--- src/rtl/watchdog_pkg.sv ---
// watchdog_pkg -- shared definitions for the watchdog core.
//   wd_state_e       : FSM state encoding, also driven out on the state port.
//   WD_KICK_KEY_DEF  : default kick key.
//   wd_is_active()   : true in the states where the timer counts.
package watchdog_pkg;

    typedef enum logic [1:0] {
        WD_DISABLED = 2'd0,
        WD_RUNNING  = 2'd1,
        WD_BARKED   = 2'd2,
        WD_BITTEN   = 2'd3
    } wd_state_e;

    localparam logic [15:0] WD_KICK_KEY_DEF = 16'hD09F;
    localparam int unsigned WD_PSC_W        = 8;

    // The timer only counts in RUNNING and BARKED.
    function automatic logic wd_is_active(input wd_state_e s);
        return (s == WD_RUNNING) || (s == WD_BARKED);
    endfunction

endpackage

--- src/rtl/watchdog_prescaler.sv ---
// watchdog_prescaler -- 8-bit tick divider.
//   clk, rst     : clock, synchronous active-high reset
//   clr_i        : restart the divider (reload events)
//   run_i        : divider counts only while high; held at 0 otherwise
//   prescale_i   : terminal value; one tick every prescale_i+1 cycles
//   tick_o       : combinational tick, high on the terminal cycle
module watchdog_prescaler
    import watchdog_pkg::*;
(
    input  logic                clk,
    input  logic                rst,
    input  logic                clr_i,
    input  logic                run_i,
    input  logic [WD_PSC_W-1:0] prescale_i,
    output logic                tick_o
);

    logic [WD_PSC_W-1:0] cnt_q, cnt_d;

    assign tick_o = run_i && (cnt_q == prescale_i);

    // A tick wraps the divider; a clear or idle period parks it at zero so
    // the first tick after a reload lands a full period later.
    always_comb begin
        cnt_d = cnt_q + 1'b1;
        if (clr_i || !run_i || tick_o) begin
            cnt_d = '0;
        end
    end

    always_ff @(posedge clk) begin
        if (rst) begin
            cnt_q <= '0;
        end else begin
            cnt_q <= cnt_d;
        end
    end

endmodule

--- src/rtl/watchdog_core.sv ---
// watchdog_core -- two-stage (bark/bite) watchdog timer.
//   clk, rst       : clock, synchronous active-high reset
//   cfg_timeout    : first-stage reload, sampled only at reload events
//   cfg_window     : bark-to-bite reload, sampled only at the bark
//   cfg_prescale   : tick every cfg_prescale+1 cycles
//   enable_pulse   : start from DISABLED
//   disable_pulse  : stop from RUNNING/BARKED (count is held)
//   kick_valid/key : restart request; wrong key sets kick_err
//   irq_clear      : clear the bark interrupt
//   irq, bite      : bark interrupt level, sticky reset request
//   state, count   : FSM state and live counter
//   kick_err       : sticky wrong-key flag, cleared only by rst
// All outputs come straight from flops.
module watchdog_core
    import watchdog_pkg::*;
#(
    parameter logic [15:0] KICK_KEY = WD_KICK_KEY_DEF,
    parameter int unsigned CNT_W    = 32
) (
    input  logic             clk,
    input  logic             rst,
    input  logic [CNT_W-1:0] cfg_timeout,
    input  logic [15:0]      cfg_window,
    input  logic [7:0]       cfg_prescale,
    input  logic             enable_pulse,
    input  logic             disable_pulse,
    input  logic             kick_valid,
    input  logic [15:0]      kick_key,
    input  logic             irq_clear,
    output logic             irq,
    output logic             bite,
    output logic [1:0]       state,
    output logic [CNT_W-1:0] count,
    output logic             kick_err
);

    wd_state_e        state_q;
    logic [CNT_W-1:0] count_q;
    logic             irq_q, bite_q, kick_err_q;

    logic active, tick, key_ok, good_kick, bad_kick;
    logic do_enable, do_disable, do_kick, do_bark, psc_clr;

    assign active    = wd_is_active(state_q);
    assign key_ok    = (kick_key == KICK_KEY);
    assign good_kick = kick_valid && key_ok;
    assign bad_kick  = kick_valid && !key_ok && (state_q != WD_BITTEN);

    // Priority among active-state events: disable > kick > expiry.
    assign do_enable  = (state_q == WD_DISABLED) && enable_pulse;
    assign do_disable = active && disable_pulse;
    assign do_kick    = active && !disable_pulse && good_kick;
    assign do_bark    = (state_q == WD_RUNNING) && !disable_pulse && !good_kick
                        && tick && (count_q == '0);

    // Every reload restarts the divider; disable parks it as well.
    assign psc_clr = do_enable || do_disable || do_kick || do_bark;

    watchdog_prescaler u_psc (
        .clk        (clk),
        .rst        (rst),
        .clr_i      (psc_clr),
        .run_i      (active),
        .prescale_i (cfg_prescale),
        .tick_o     (tick)
    );

    always_ff @(posedge clk) begin
        if (rst) begin
            state_q    <= WD_DISABLED;
            count_q    <= '0;
            irq_q      <= 1'b0;
            bite_q     <= 1'b0;
            kick_err_q <= 1'b0;
        end else begin
            if (bad_kick) begin
                kick_err_q <= 1'b1;
            end
            // Default clear; a bark below overrides it in the same cycle.
            if (irq_clear) begin
                irq_q <= 1'b0;
            end
            case (state_q)
                WD_DISABLED: begin
                    if (enable_pulse) begin
                        state_q <= WD_RUNNING;
                        count_q <= cfg_timeout;
                    end
                end
                WD_RUNNING, WD_BARKED: begin
                    if (disable_pulse) begin
                        state_q <= WD_DISABLED;
                        irq_q   <= 1'b0;
                    end else if (good_kick) begin
                        state_q <= WD_RUNNING;
                        count_q <= cfg_timeout;
                        irq_q   <= 1'b0;
                    end else if (tick) begin
                        if (count_q == '0) begin
                            if (state_q == WD_RUNNING) begin
                                state_q <= WD_BARKED;
                                irq_q   <= 1'b1;
                                count_q <= CNT_W'(cfg_window);
                            end else begin
                                state_q <= WD_BITTEN;
                                bite_q  <= 1'b1;
                            end
                        end else begin
                            count_q <= count_q - 1'b1;
                        end
                    end
                end
                default: begin
                    // BITTEN is terminal until rst.
                end
            endcase
        end
    end

    assign irq      = irq_q;
    assign bite     = bite_q;
    assign state    = state_q;
    assign count    = count_q;
    assign kick_err = kick_err_q;

endmodule
--- config.mk ---
export PLATFORM = sky130hd
export DESIGN_NAME = watchdog_core
export DESIGN_NICKNAME = d
export VERILOG_FILES = /design/src/rtl/watchdog_pkg.sv /design/src/rtl/watchdog_prescaler.sv /design/src/rtl/watchdog_core.sv
export SDC_FILE = /design/constraint.sdc
export NUM_CORES = 1
export LEC_CHECK = 0
export ABC_AREA = 1
export BUFFER_PORTS_ARGS = -buffer_cell sky130_fd_sc_hd__buf_2
export CAP_MARGIN = 20
export CORE_UTILIZATION = 30
export DETAILED_ROUTE_END_ITERATION = 6
export PLACE_DENSITY_LB_ADDON = 0.3
export SYNTH_ARGS = -nofsm -noshare
export SYNTH_HDL_FRONTEND = slang
export SYNTH_SLANG_ARGS = --single-unit
--- constraint.sdc ---
create_clock -name clk -period 2.1 [get_ports clk]
set_input_delay 0.42 -clock clk [delete_from_list [all_inputs] [get_ports clk]]
set_output_delay 0.42 -clock clk [all_outputs]
set_load 0.1 [all_outputs]
* After elaboration in Yosys (flattened, before gate mapping) *
Index checks and enable logic that the tools add are counted.
W data, S select, Z words.

storage, ports and cells
  register bits after elaboration = 45
  bits of input ports = 78
  output and inout port bits = 37
  logic and storage cells = 73

operators by class
  $add $sub $neg = 2
  equal/unequal tests = 11
  muxes and demuxes = 21
  bitwise operators = 3
  reduce and logical (&&, ||, !) cells = 30

operators with widths
  kind                     count
  $mux W32                 6
  $pmux W32 S2             1
  $logic_not A32 Y1        1
  $sub A32 B1 Y32 const B  1
  $eq A16 B16 Y1 const B   1
  $logic_and A1 B1 Y1      12
  $ne A4 B4 Y1 const B     3
  $mux W2                  5
  $add A8 B1 Y8 const B    1
  $eq A8 B8 Y1             1
  $mux W1                  8
  $logic_or A1 B1 Y1       6
  $ne A2 B2 Y1 const B     3
  $reduce_and A6 Y1        1
  $reduce_and A5 Y1        1
  $logic_not A1 Y1         4
  $pmux W2 S2              1
  $reduce_and A4 Y1        1
  $reduce_or A2 Y1         2
  $ne A3 B3 Y1 const B     1
  $not A1 Y1               3
  $eq A2 B1 Y1 const B     1
  $eq A2 B2 Y1 const B     1
  $logic_not A2 Y1         1
  $reduce_bool A2 Y1       1

* Longest topological paths before layout *
Gate-level depths: netlist (run 1).

  word-level depth = 10
  mapped depth = 13
  gate-level depth less buffers = 12

* Hierarchy *
From an unflattened synthesis (run 1), not the netlist that was laid out.

second synthesis, totals
  cells, all modules = 674
  area total of the unflattened synthesis = 3,758.6 µm²

by module, submodules not included
  module              times used  cells an instance  area each (µm²)  sequential area each (µm²)
  watchdog_core       1           601                3,271.9          740.7
  watchdog_prescaler  1           73                 486.7            160.2

* Worst setup path before layout (run 1) *
Ideal clock, no wire load.

  path kind = register -> register
  start point = register state_q[1], in the netlist state[1]
  end point = register count_q[0], in the netlist count[0]
  library setup time = 113 ps
  arrival time = 2,537 ps
  required time = 1,987 ps
  slack = -550 ps
  stages on the path, launching flop included = 13
  path buffers = 1
  cells stage by stage = dfxtp_1 inv_1 ha_1 o21ai_0 nor2_1 nand2_1 nor2_2 nor2_1 nor2_1 nand2_4 buf_6 nor2_1 nor2_1

on the way
  longest elaborated chain between the ends = 5
  elaborated cells on any way between the ends = 13
  those cells by class = eq/ne: 6; mux: 1; reduce/logical: 6

ends and longest elaborated chain
  what                                          RTL line                                                       RTL
  start, declared                               watchdog_core.sv:37                                            wd_state_e state_q;
  start signal, assigned                        watchdog_core.sv:70                                            state_q <= WD_DISABLED;
  start signal, assigned                        watchdog_core.sv:86                                            state_q <= WD_RUNNING;
  start signal, assigned                        watchdog_core.sv:92                                            state_q <= WD_DISABLED;
  $eq A2 B1 Y1 or $eq A2 B2 Y1 (tied branches)  watchdog_pkg.sv:19, watchdog_core.sv:83, watchdog_core.sv:100
  $logic_or A1 B1 Y1                            watchdog_pkg.sv:19                                             return (s == WD_RUNNING) || (s == WD_BARKED);
  $logic_and A1 B1 Y1                           watchdog_prescaler.sv:20                                       assign tick_o = run_i && (cnt_q == prescale_i);
  $ne A3 B3 Y1 (no source line)                 --
  $reduce_and A5 Y1 (no source line)            --
  end signal, assigned                          watchdog_core.sv:87                                            count_q <= cfg_timeout;
  end signal, assigned                          watchdog_core.sv:96                                            count_q <= cfg_timeout;
  end signal, assigned                          watchdog_core.sv:103                                           count_q <= CNT_W'(cfg_window);
  end, declared                                 watchdog_core.sv:38                                            logic [CNT_W-1:0] count_q;

Parallel ways exist; a longest one is shown, timed or not.
A chain may end at the register's enable or synchronous reset.

* Worst setup path after layout (run 1) *
  start point = register count_q[0], in the netlist count[0]
  end point = register count_q[13], in the netlist count[13]

on the way
  longest elaborated chain between the ends = 6
  elaborated cells on any way between the ends = 9
  those cells by class = add/sub: 1; eq/ne: 1; mux: 5; reduce/logical: 2

ends and longest elaborated chain
  what                                                  RTL line                                   RTL
  $sub A32 B1 Y32 or $logic_not A32 Y1 (tied branches)  watchdog_core.sv:109, watchdog_core.sv:99
  $mux W32                                              watchdog_core.sv:99                        if (count_q == '0) begin
  $mux W32                                              watchdog_core.sv:98                        end else if (tick) begin
  $mux W32                                              watchdog_core.sv:94                        end else if (good_kick) begin
  $mux W32                                              watchdog_core.sv:91                        if (disable_pulse) begin
  $pmux W32 S2                                          watchdog_core.sv:83                        case (state_q)

Parallel ways exist; a longest one is shown, timed or not. The select of a mux whose other input is x is not followed.

==> results of run 1 <==
==> layer usage <==
layer | routed length [um] | global-route usage | vias up | share of wire
met5 | 0 | 0 | - | 0
met4 | 97 | 0.0382 | 0 | 0.0092
met3 | 508 | 0.0373 | 7 | 0.048
met2 | 5050 | 0.299 | 75 | 0.48
met1 | 4850 | 0.215 | 1769 | 0.46
li1 | - | - | 2225 | -
==> report_power, final <==
part,leakage (uW),total (uW),switching [uW],internal [uW]
logic,0.00212,2460,1820,642
registers,0.000381,1140,148,993
clock network,0.0000652,779,335,444
==> metrics by stage <==
step	hold WS [ns]	instance area, um^2
4_1_cts	0.359	4520
2_1_floorplan	0.441	3600
6_report	0.357	4570
5_1_grt	0.370	4570
3_5_place_dp	0.442	4380
3_3_place_gp	0.444	4380
==> sequential cells by signal (all words and copies together) (netlist names) <==
register / count
state: 2
u_psc.cnt_q: 8
irq: 1
kick_err: 1
count: 32
bite: 1
==> layout make-up <==
type / instances / area (um^2)
Inverter: 83 / 312
Timing Repair Buffer: 131 / 753
Sequential cell: 45 / 945
Multi-Input combinational cell: 508 / 2240
Tap cell: 143 / 179
Clock buffer: 8 / 136
Fill cell: 1290 / 6900
==> cells in the mapped netlist, types with 5 or more instances <==
library cell and instances:
sky130_fd_sc_hd__nor2_1 136, sky130_fd_sc_hd__a21oi_1 8, sky130_fd_sc_hd__inv_1 80, sky130_fd_sc_hd__nand3_1 55, sky130_fd_sc_hd__buf_2 5, sky130_fd_sc_hd__buf_6 6, sky130_fd_sc_hd__o21ai_0 17, sky130_fd_sc_hd__ha_1 6
sky130_fd_sc_hd__nand2_1 247, sky130_fd_sc_hd__xor2_1 11, sky130_fd_sc_hd__dfxtp_1 45, sky130_fd_sc_hd__nor2_2 6, sky130_fd_sc_hd__nand4_1 7
==> how the worst max path moves through the flow <==
stage | start | end | slack, ns | cells after the start
floorplan | state[1]$_SDFFE_PP0P_ | count[0]$_SDFFE_PP0P_ | 0.004 | 12
global placement | kick_key[14] | count[0]$_SDFFE_PP0P_ | 0.03 | 12
detailed placement | kick_key[14] | count[24]$_SDFFE_PP0P_ | 0.05 | 12
CTS | count[0]$_SDFFE_PP0P_ | count[24]$_SDFFE_PP0P_ | 0.04 | 11
global route | state[1]$_SDFFE_PP0P_ | count[13]$_SDFFE_PP0P_ | 0.004 | 13
finish | count[0]$_SDFFE_PP0P_ | count[13]$_SDFFE_PP0P_ | 0.19 | 12
==> worst max-delay path, delay by kind of cell (launching register included) <==
family	cells	cell delay, ns
fa+ha+maj	1	0.21
buf+inv	2	0.28
flops	1	0.32
simple gates	9	0.98
==> kinds of logic (layout without fill, tap and decap cells) <==
group / Yosys count / count (layout) / share of synthesized area
DFF: 45 / 45 / 0.254
adders and majority gates: 6 / 6 / 0.0212
and+or+nand+nor: 462 / 462 / 0.532
xor gates and xnor gates: 13 / 13 / 0.0322
buffers and inverters: 99 / 222 / 0.120
AOI/OAI and AO/OA: 27 / 27 / 0.0396
==> what timing repair did <==
action | in CTS | in global routing
resized for setup | 0 | 6
buffers inserted | 0 | 1
endpoints found under the setup margin | 0 | 28
==> impl_metrics.xml, run 1 <==
<?xml version="1.0" encoding="UTF-8"?>
<metrics>
  <group name="timing">
    <metric name="finalHoldViolCount" unit="">0</metric>
    <metric name="max_slew_margin" unit="">0.591</metric>
    <metric name="final.min_clock_period" unit="ns">1.91</metric>
    <metric name="clock.fmax" unit="MHz">524</metric>
    <metric name="post-route-worst-setup-slack" unit="ns">0.190</metric>
    <metric name="setup_viol" unit="">0</metric>
    <metric name="finClkSkew" unit="ns">0.00800</metric>
    <metric name="period_utilisation_layout" unit="">0.909</metric>
    <metric name="grt_setup_unrepaired" unit="">no</metric>
    <metric name="final-max-slew-violation-count" unit="">0</metric>
    <metric name="worst-slew-pin-transition" unit="ns">0.610</metric>
    <metric name="tns" unit="ns">0</metric>
  </group>
  <group name="layout">
    <metric name="area_growth_syn_to_layout" unit="%">28.9</metric>
    <metric name="share_of_post_route_cells_with_drive_strength_above_1" unit="">0.239</metric>
    <metric name="fin_nets" unit="">858</metric>
    <metric name="antennaDiodeCount" unit="">0</metric>
    <metric name="mostFrequentLayoutCell" unit="">sky130_fd_sc_hd__nand2_1</metric>
    <metric name="instances_no_fill" unit="">918</metric>
    <metric name="layout.cells.most_common_list" unit="">245 x sky130_fd_sc_hd__nand2_1, 134 x sky130_fd_sc_hd__nor2_1, 114 x sky130_fd_sc_hd__buf_2, 80 x sky130_fd_sc_hd__inv_1, 55 x sky130_fd_sc_hd__nand3_1</metric>
    <metric name="postLayoutCoreUtil" unit="">0.398</metric>
  </group>
  <group name="synthesis">
    <metric name="post_synth_instance_area" unit="um^2">3540</metric>
    <metric name="register_area_share_after_synthesis" unit="">0.254</metric>
    <metric name="synthCells" unit="">652</metric>
    <metric name="syn-mean-instance-area" unit="um^2">5.43</metric>
    <metric name="async_reset_ff_frac" unit="">0</metric>
    <metric name="synth.ff_latch_count" unit="">45</metric>
    <metric name="synth_top_flop_cell" unit="">sky130_fd_sc_hd__dfxtp_1</metric>
    <metric name="synth.lib_cells_used.distinct" unit="">27</metric>
    <metric name="synth_top_area_frac" unit="">0.262</metric>
    <metric name="yosys-top-cells-area" unit="">sky130_fd_sc_hd__nand2_1 26%, sky130_fd_sc_hd__dfxtp_1 25%, sky130_fd_sc_hd__nor2_1 14%</metric>
    <metric name="synth_nets" unit="">736</metric>
    <metric name="synth_edf_count" unit="">0</metric>
    <metric name="synth.yosys.warnings" unit="">0</metric>
    <metric name="synth_area_leader_cell" unit="">sky130_fd_sc_hd__nand2_1</metric>
  </group>
  <group name="clock_tree">
    <metric name="clock_tree.buffer_depth" unit="">2</metric>
    <metric name="clock_latency" unit="ns">0.29</metric>
    <metric name="clock_buffer_count_from_cts" unit="">5</metric>
    <metric name="ctsHtreeMaxLevel" unit="">2</metric>
    <metric name="cts.sinks" unit="">45</metric>
    <metric name="clock_tree.root_cell" unit="">sky130_fd_sc_hd__clkbuf_16</metric>
    <metric name="clkTransAtPathRegs" unit="ns">0.06</metric>
    <metric name="ctsHoldBuffers" unit="">0</metric>
    <metric name="tritoncts_clock_tree" unit="">yes</metric>
  </group>
  <group name="place">
    <metric name="dpl.cell_count" unit="">908</metric>
    <metric name="port_buffer_count" unit="">114</metric>
    <metric name="hpwl" unit="mm">8.29</metric>
    <metric name="routabilityCongestion" unit="">0.827</metric>
    <metric name="detailedPlace.worstSlack" unit="ns">0.0454</metric>
  </group>
  <group name="detailed_routing">
    <metric name="drc_violations_left" unit="">0</metric>
    <metric name="drtAntennaViolNets" unit="">0</metric>
    <metric name="route.vias.total" unit="">4076</metric>
    <metric name="drt-total-wl" unit="mm">10.5</metric>
    <metric name="first_iter_violations" unit="">173</metric>
    <metric name="routed_wire_length_per_instance" unit="um">11.4</metric>
    <metric name="avgViaCountPerCell" unit="">4.44</metric>
    <metric name="detail_route.first_pass.iterations" unit="">4</metric>
  </group>
  <group name="run">
    <metric name="cap_viol_max_count" unit="">0</metric>
  </group>
  <group name="min_path">
    <metric name="worst_hold_startpoint" unit="">rst</metric>
    <metric name="hold_path.class" unit="">primary input to flop</metric>
    <metric name="end_point_of_the_most_critical_hold_path" unit="">state[0]$_SDFFE_PP0P_</metric>
    <metric name="worstHoldPathCells" unit="">2</metric>
  </group>
  <group name="worst_setup_path">
    <metric name="critical-path-slowest-cell" unit="">sky130_fd_sc_hd__dfxtp_2</metric>
    <metric name="critPathCaptureType" unit="">flop</metric>
    <metric name="critical_path.cell_chain" unit="">inv_1 -&gt; ha_1 -&gt; nand2_2 -&gt; nor2_4 -&gt; nand3_2 -&gt; nor2_4 -&gt; nand3_2 -&gt; nand2_4 -&gt; buf_12 -&gt; nand2_1 -&gt; nand2_1 -&gt; nor2_1</metric>
    <metric name="worstReg2RegEnd" unit="">count[13]$_SDFFE_PP0P_</metric>
    <metric name="worst-r2r-cell-count" unit="">12</metric>
    <metric name="crit_type" unit="">flop to flop</metric>
    <metric name="cp.required" unit="ns">2.27</metric>
    <metric name="critPathLaunchType" unit="">flop</metric>
    <metric name="reg2reg_setup_slack" unit="ns">0.19</metric>
    <metric name="maximum_fanout_count_along_the_critical_path" unit="">23</metric>
    <metric name="worst_path_largest_cell_delay" unit="ns">0.32</metric>
    <metric name="critPathArrivalTime" unit="ns">2.08</metric>
    <metric name="worst_reg2reg_path_startpoint" unit="">count[0]$_SDFFE_PP0P_</metric>
  </group>
  <group name="global_route">
    <metric name="track_usage" unit="">0.171</metric>
    <metric name="grt_max_degree" unit="">42</metric>
    <metric name="antenna_found_initial" unit="">0</metric>
    <metric name="grt_overflow" unit="">0</metric>
    <metric name="grt_pass1_vias" unit="">3797</metric>
    <metric name="first_pass_grt_wire_length" unit="mm">17.4</metric>
  </group>
  <group name="floorplan">
    <metric name="effective_utilization_at_floorplan" unit="">0.309</metric>
    <metric name="fp.dieH" unit="um">111</metric>
    <metric name="ioPinCount" unit="">115</metric>
    <metric name="fp.dieArea" unit="um^2">12200</metric>
    <metric name="coreArea" unit="um^2">11500</metric>
    <metric name="num_rows" unit="">39</metric>
    <metric name="fp.dieW" unit="um">111</metric>
  </group>
  <group name="power_and_ir_drop">
    <metric name="p_leak" unit="uW">0.00256</metric>
    <metric name="power-per-cell-area" unit="nW/um^2">959</metric>
    <metric name="power" unit="uW">4380</metric>
    <metric name="vdd_drop_max" unit="V">0.000482</metric>
  </group>
  <group name="status">
    <metric name="run_status" unit="">completed</metric>
  </group>
</metrics>
Note: power is estimated with default switching activity, not from simulation.
==> run 2, diff against run 1 <==
--- a/config.mk
+++ b/config.mk
@@ -9,8 +9,10 @@
 export BUFFER_PORTS_ARGS = -buffer_cell sky130_fd_sc_hd__buf_2
 export CAP_MARGIN = 20
 export CORE_UTILIZATION = 30
+export CTS_BUF_LIST = sky130_fd_sc_hd__clkbuf_4
 export DETAILED_ROUTE_END_ITERATION = 6
 export PLACE_DENSITY_LB_ADDON = 0.3
 export SYNTH_ARGS = -nofsm -noshare
 export SYNTH_HDL_FRONTEND = slang
+export SYNTH_HIERARCHICAL = 1
 export SYNTH_SLANG_ARGS = --single-unit
==> constraint.sdc (replaced) <==
create_clock -name clk -period 2.1 [get_ports clk]
set_input_delay 0.42 -clock clk [delete_from_list [all_inputs] [get_ports clk]]
set_output_delay 0.42 -clock clk [all_outputs]
set_load 0.01 [all_outputs]
==> run 2 against run 1 <==
  * Die area up 6.0%
  * Utilization grew 0.81 points
  * Combinational power is 17% lower
  * Critical path type unchanged
  * Highest routed layer unchanged
  * Worst hold slack got worse by 0.072 ns
  * First-iteration DRC count increased by 57%
==> impl_metrics.xml, run 2 <==
<?xml version="1.0" encoding="UTF-8"?>
<metrics>
  <group name="status">
    <metric name="run_status" unit="">completed</metric>
  </group>
  <group name="layout">
    <metric name="antennaDiodeCount" unit="">0</metric>
    <metric name="fin_nets" unit="">898</metric>
    <metric name="postLayoutCoreUtil" unit="">0.406</metric>
    <metric name="n_fill_cell" unit="">1373</metric>
    <metric name="mostFrequentLayoutCell" unit="">sky130_fd_sc_hd__nand2_1</metric>
    <metric name="area_growth_syn_to_layout" unit="%">30.9</metric>
    <metric name="stdcell_area" unit="um^2">4920</metric>
    <metric name="layout.cells.most_common_list" unit="">218 x sky130_fd_sc_hd__nand2_1, 150 x sky130_fd_sc_hd__nor2_1, 114 x sky130_fd_sc_hd__buf_2, 80 x sky130_fd_sc_hd__inv_1, 49 x sky130_fd_sc_hd__nand3_1</metric>
    <metric name="flip_flop_count_of_the_largest_register_after_layout" unit="">32</metric>
    <metric name="share_of_post_route_cells_with_drive_strength_above_1" unit="">0.253</metric>
  </group>
  <group name="floorplan">
    <metric name="fp.dieW" unit="um">114</metric>
    <metric name="effective_utilization_at_floorplan" unit="">0.310</metric>
    <metric name="fp.dieH" unit="um">114</metric>
    <metric name="ioPinCount" unit="">115</metric>
    <metric name="num_rows" unit="">40</metric>
    <metric name="coreArea" unit="um^2">12100</metric>
    <metric name="fp.dieArea" unit="um^2">13000</metric>
  </group>
  <group name="clock_tree">
    <metric name="ctsHoldBuffers" unit="">0</metric>
    <metric name="clkTransAtPathRegs" unit="ns">0.14</metric>
    <metric name="clock_tree.buffer_depth" unit="">2</metric>
    <metric name="cts.sinks" unit="">45</metric>
    <metric name="ctsHtreeMaxLevel" unit="">2</metric>
    <metric name="clock_buffer_count_from_cts" unit="">5</metric>
    <metric name="tritoncts_clock_tree" unit="">yes</metric>
    <metric name="clock_latency" unit="ns">0.37</metric>
    <metric name="clock_tree.root_cell" unit="">sky130_fd_sc_hd__clkbuf_4</metric>
  </group>
  <group name="global_route">
    <metric name="first_pass_grt_wire_length" unit="mm">18.8</metric>
    <metric name="antenna_found_initial" unit="">0</metric>
    <metric name="grt_overflow" unit="">0</metric>
    <metric name="met2_usage" unit="">0.307</metric>
    <metric name="grt_max_degree" unit="">57</metric>
    <metric name="met3_usage" unit="">0.0308</metric>
    <metric name="use_met1" unit="">0.241</metric>
    <metric name="track_usage" unit="">0.182</metric>
    <metric name="grt.busiest_layer" unit="">met2</metric>
    <metric name="grt_pass1_vias" unit="">3959</metric>
  </group>
  <group name="power_and_ir_drop">
    <metric name="p_leak" unit="uW">0.00273</metric>
    <metric name="power-per-cell-area" unit="nW/um^2">749</metric>
    <metric name="vdd_drop_max" unit="V">0.000383</metric>
    <metric name="power" unit="uW">3680</metric>
  </group>
  <group name="synthesis">
    <metric name="register_area_share_after_synthesis" unit="">0.240</metric>
    <metric name="synth_area_leader_cell" unit="">sky130_fd_sc_hd__dfxtp_1</metric>
    <metric name="synth_top_area_frac" unit="">0.240</metric>
    <metric name="synth.most_common_cell" unit="">sky130_fd_sc_hd__nand2_1</metric>
    <metric name="async_reset_ff_frac" unit="">0</metric>
    <metric name="synth_top_flop_cell" unit="">sky130_fd_sc_hd__dfxtp_1</metric>
    <metric name="synth_nets" unit="">758</metric>
    <metric name="post_synth_instance_area" unit="um^2">3760</metric>
    <metric name="syn-mean-instance-area" unit="um^2">5.58</metric>
    <metric name="synthCells" unit="">674</metric>
    <metric name="yosys-top-cells-area" unit="">sky130_fd_sc_hd__dfxtp_1 24%, sky130_fd_sc_hd__nand2_1 22%, sky130_fd_sc_hd__nor2_1 15%</metric>
    <metric name="synth.lib_cells_used.distinct" unit="">29</metric>
    <metric name="synth.yosys.warnings" unit="">6</metric>
    <metric name="synth_common_cells" unit="">220 x sky130_fd_sc_hd__nand2_1, 155 x sky130_fd_sc_hd__nor2_1, 84 x sky130_fd_sc_hd__inv_1</metric>
    <metric name="synth.ff_latch_count" unit="">45</metric>
    <metric name="synth_edf_count" unit="">0</metric>
  </group>
  <group name="timing">
    <metric name="post-route-worst-setup-slack" unit="ns">0.0901</metric>
    <metric name="clock.fmax" unit="MHz">498</metric>
    <metric name="worst-slew-pin-transition" unit="ns">0.380</metric>
    <metric name="setup_viol" unit="">0</metric>
    <metric name="final-max-slew-violation-count" unit="">0</metric>
    <metric name="max_slew_margin" unit="">0.745</metric>
    <metric name="finalHoldViolCount" unit="">0</metric>
    <metric name="finClkSkew" unit="ns">0.0233</metric>
    <metric name="grt_setup_unrepaired" unit="">yes</metric>
    <metric name="period_utilisation_layout" unit="">0.957</metric>
    <metric name="final.min_clock_period" unit="ns">2.01</metric>
  </group>
  <group name="min_path">
    <metric name="hold_path.class" unit="">primary input to flop</metric>
  </group>
  <group name="detailed_routing">
    <metric name="drt-total-wl" unit="mm">12.0</metric>
    <metric name="drc_violations_left" unit="">0</metric>
    <metric name="detail_route.first_pass.iterations" unit="">5</metric>
    <metric name="route.vias.total" unit="">4301</metric>
    <metric name="routed_wire_length_per_instance" unit="um">12.2</metric>
    <metric name="drtAntennaViolNets" unit="">0</metric>
    <metric name="avgViaCountPerCell" unit="">4.38</metric>
    <metric name="first_iter_violations" unit="">271</metric>
  </group>
  <group name="worst_setup_path">
    <metric name="maximum_fanout_count_along_the_critical_path" unit="">7</metric>
    <metric name="critPathLaunchType" unit="">flop</metric>
    <metric name="critPathArrivalTime" unit="ns">2.31</metric>
    <metric name="cp.required" unit="ns">2.40</metric>
    <metric name="critPathCaptureType" unit="">flop</metric>
    <metric name="crit_type" unit="">flop to flop</metric>
  </group>
  <group name="place">
    <metric name="hpwl" unit="mm">8.99</metric>
    <metric name="placed_area" unit="um^2">4640</metric>
    <metric name="detailedPlace.worstSlack" unit="ns">0.0299</metric>
    <metric name="port_buffer_count" unit="">114</metric>
    <metric name="routabilityCongestion" unit="">0.886</metric>
  </group>
  <group name="run">
    <metric name="cap_viol_max_count" unit="">0</metric>
  </group>
</metrics>
-- run 2: changes by cell type after synthesis, moves of 6 or more --
cell	before	now
sky130_fd_sc_hd__xor2_1	11	21
sky130_fd_sc_hd__clkbuf_1	4	10
sky130_fd_sc_hd__nand4_1	7	14
sky130_fd_sc_hd__nand2_1	247	220
sky130_fd_sc_hd__nor2_1	136	155
-- run 2: stage by stage --
step                      cells  TNS [ns]  hold slack (ns)
after detailed placement    966         0            0.464
after floorplan             674         0            0.451
after global routing        982     -1.31            0.277
final                       982         0            0.285
after global placement      966         0            0.452
after CTS                   973         0            0.267
-- run 2: worst paths after layout --
path / start / to / slack (ns) / cells past startpoint
worst min-delay path: rst / bite$_SDFFE_PP0P_ / 0.29 / 2
worst max-delay path: state[1]$_SDFFE_PP0P_ / count[30]$_SDFFE_PP0P_ / 0.09 / 17
worst min register to register: irq$_SDFF_PP0_ / irq$_SDFF_PP0_ / 0.48 / 2
worst max register to register: state[1]$_SDFFE_PP0P_ / count[30]$_SDFFE_PP0P_ / 0.09 / 17
-- run 2: repair_timing --
action	4_1_cts	5_1_grt
endpoints found under the setup margin	0	40
buffers inserted	0	4
gates resized for setup	0	22
-- run 2: final cells by class --
cell class / instances / area (um^2) / area share
inverters: 91 / 342 / 0.0694
repair buffers: 152 / 936 / 0.190
clock inverters: 2 / 35.0 / 0.00712
flip-flops and latches: 45 / 903 / 0.184
clock buffers: 5 / 37.5 / 0.00763
well taps: 168 / 210 / 0.0427
multi-input cells: 519 / 2460 / 0.499
-- run 2: cell families after synthesis --
group                    synth area share
AO/OA/AOI/OAI                      0.0353
buffers and inverters               0.125
adder cells (fa/ha/maj)            0.0200
flip-flops                          0.240
XOR/XNOR                           0.0513
AND/OR/NAND/NOR                     0.528
-- run 2: layer usage --
layer  part of all wire  vias up  wire [um]
met5                  0        -          0
met2               0.46      104       5570
met1               0.48     1859       5710
li1                   -     2332          -
met3              0.052        6        619
met4             0.0083        0         99
-- run 2: worst max-delay path: stages (launching register included) --
cell                        delay (ns)
sky130_fd_sc_hd__dfxtp_2          0.38
sky130_fd_sc_hd__inv_2            0.06
sky130_fd_sc_hd__ha_4             0.26
sky130_fd_sc_hd__inv_2            0.04
sky130_fd_sc_hd__a21oi_2          0.09
sky130_fd_sc_hd__nand2_1          0.08
sky130_fd_sc_hd__nor2_2           0.13
sky130_fd_sc_hd__nand3_2          0.08
sky130_fd_sc_hd__inv_2            0.07
sky130_fd_sc_hd__inv_2            0.04
sky130_fd_sc_hd__nand3_2          0.05
sky130_fd_sc_hd__nand2_1          0.06
sky130_fd_sc_hd__inv_2            0.12
sky130_fd_sc_hd__nand2_8          0.11
sky130_fd_sc_hd__clkbuf_16        0.19
sky130_fd_sc_hd__nand2_1          0.06
sky130_fd_sc_hd__nand2_1          0.05
sky130_fd_sc_hd__nor2_1           0.08
-- run 2: where the power goes --
group	total [uW]	internal (uW)	switching (uW)	leakage, uW
Clock	545	243	302	0.0000410
Combinational	2050	775	1280	0.00232
Sequential	1090	966	119	0.000371
Total	3680	1980	1700	0.00273
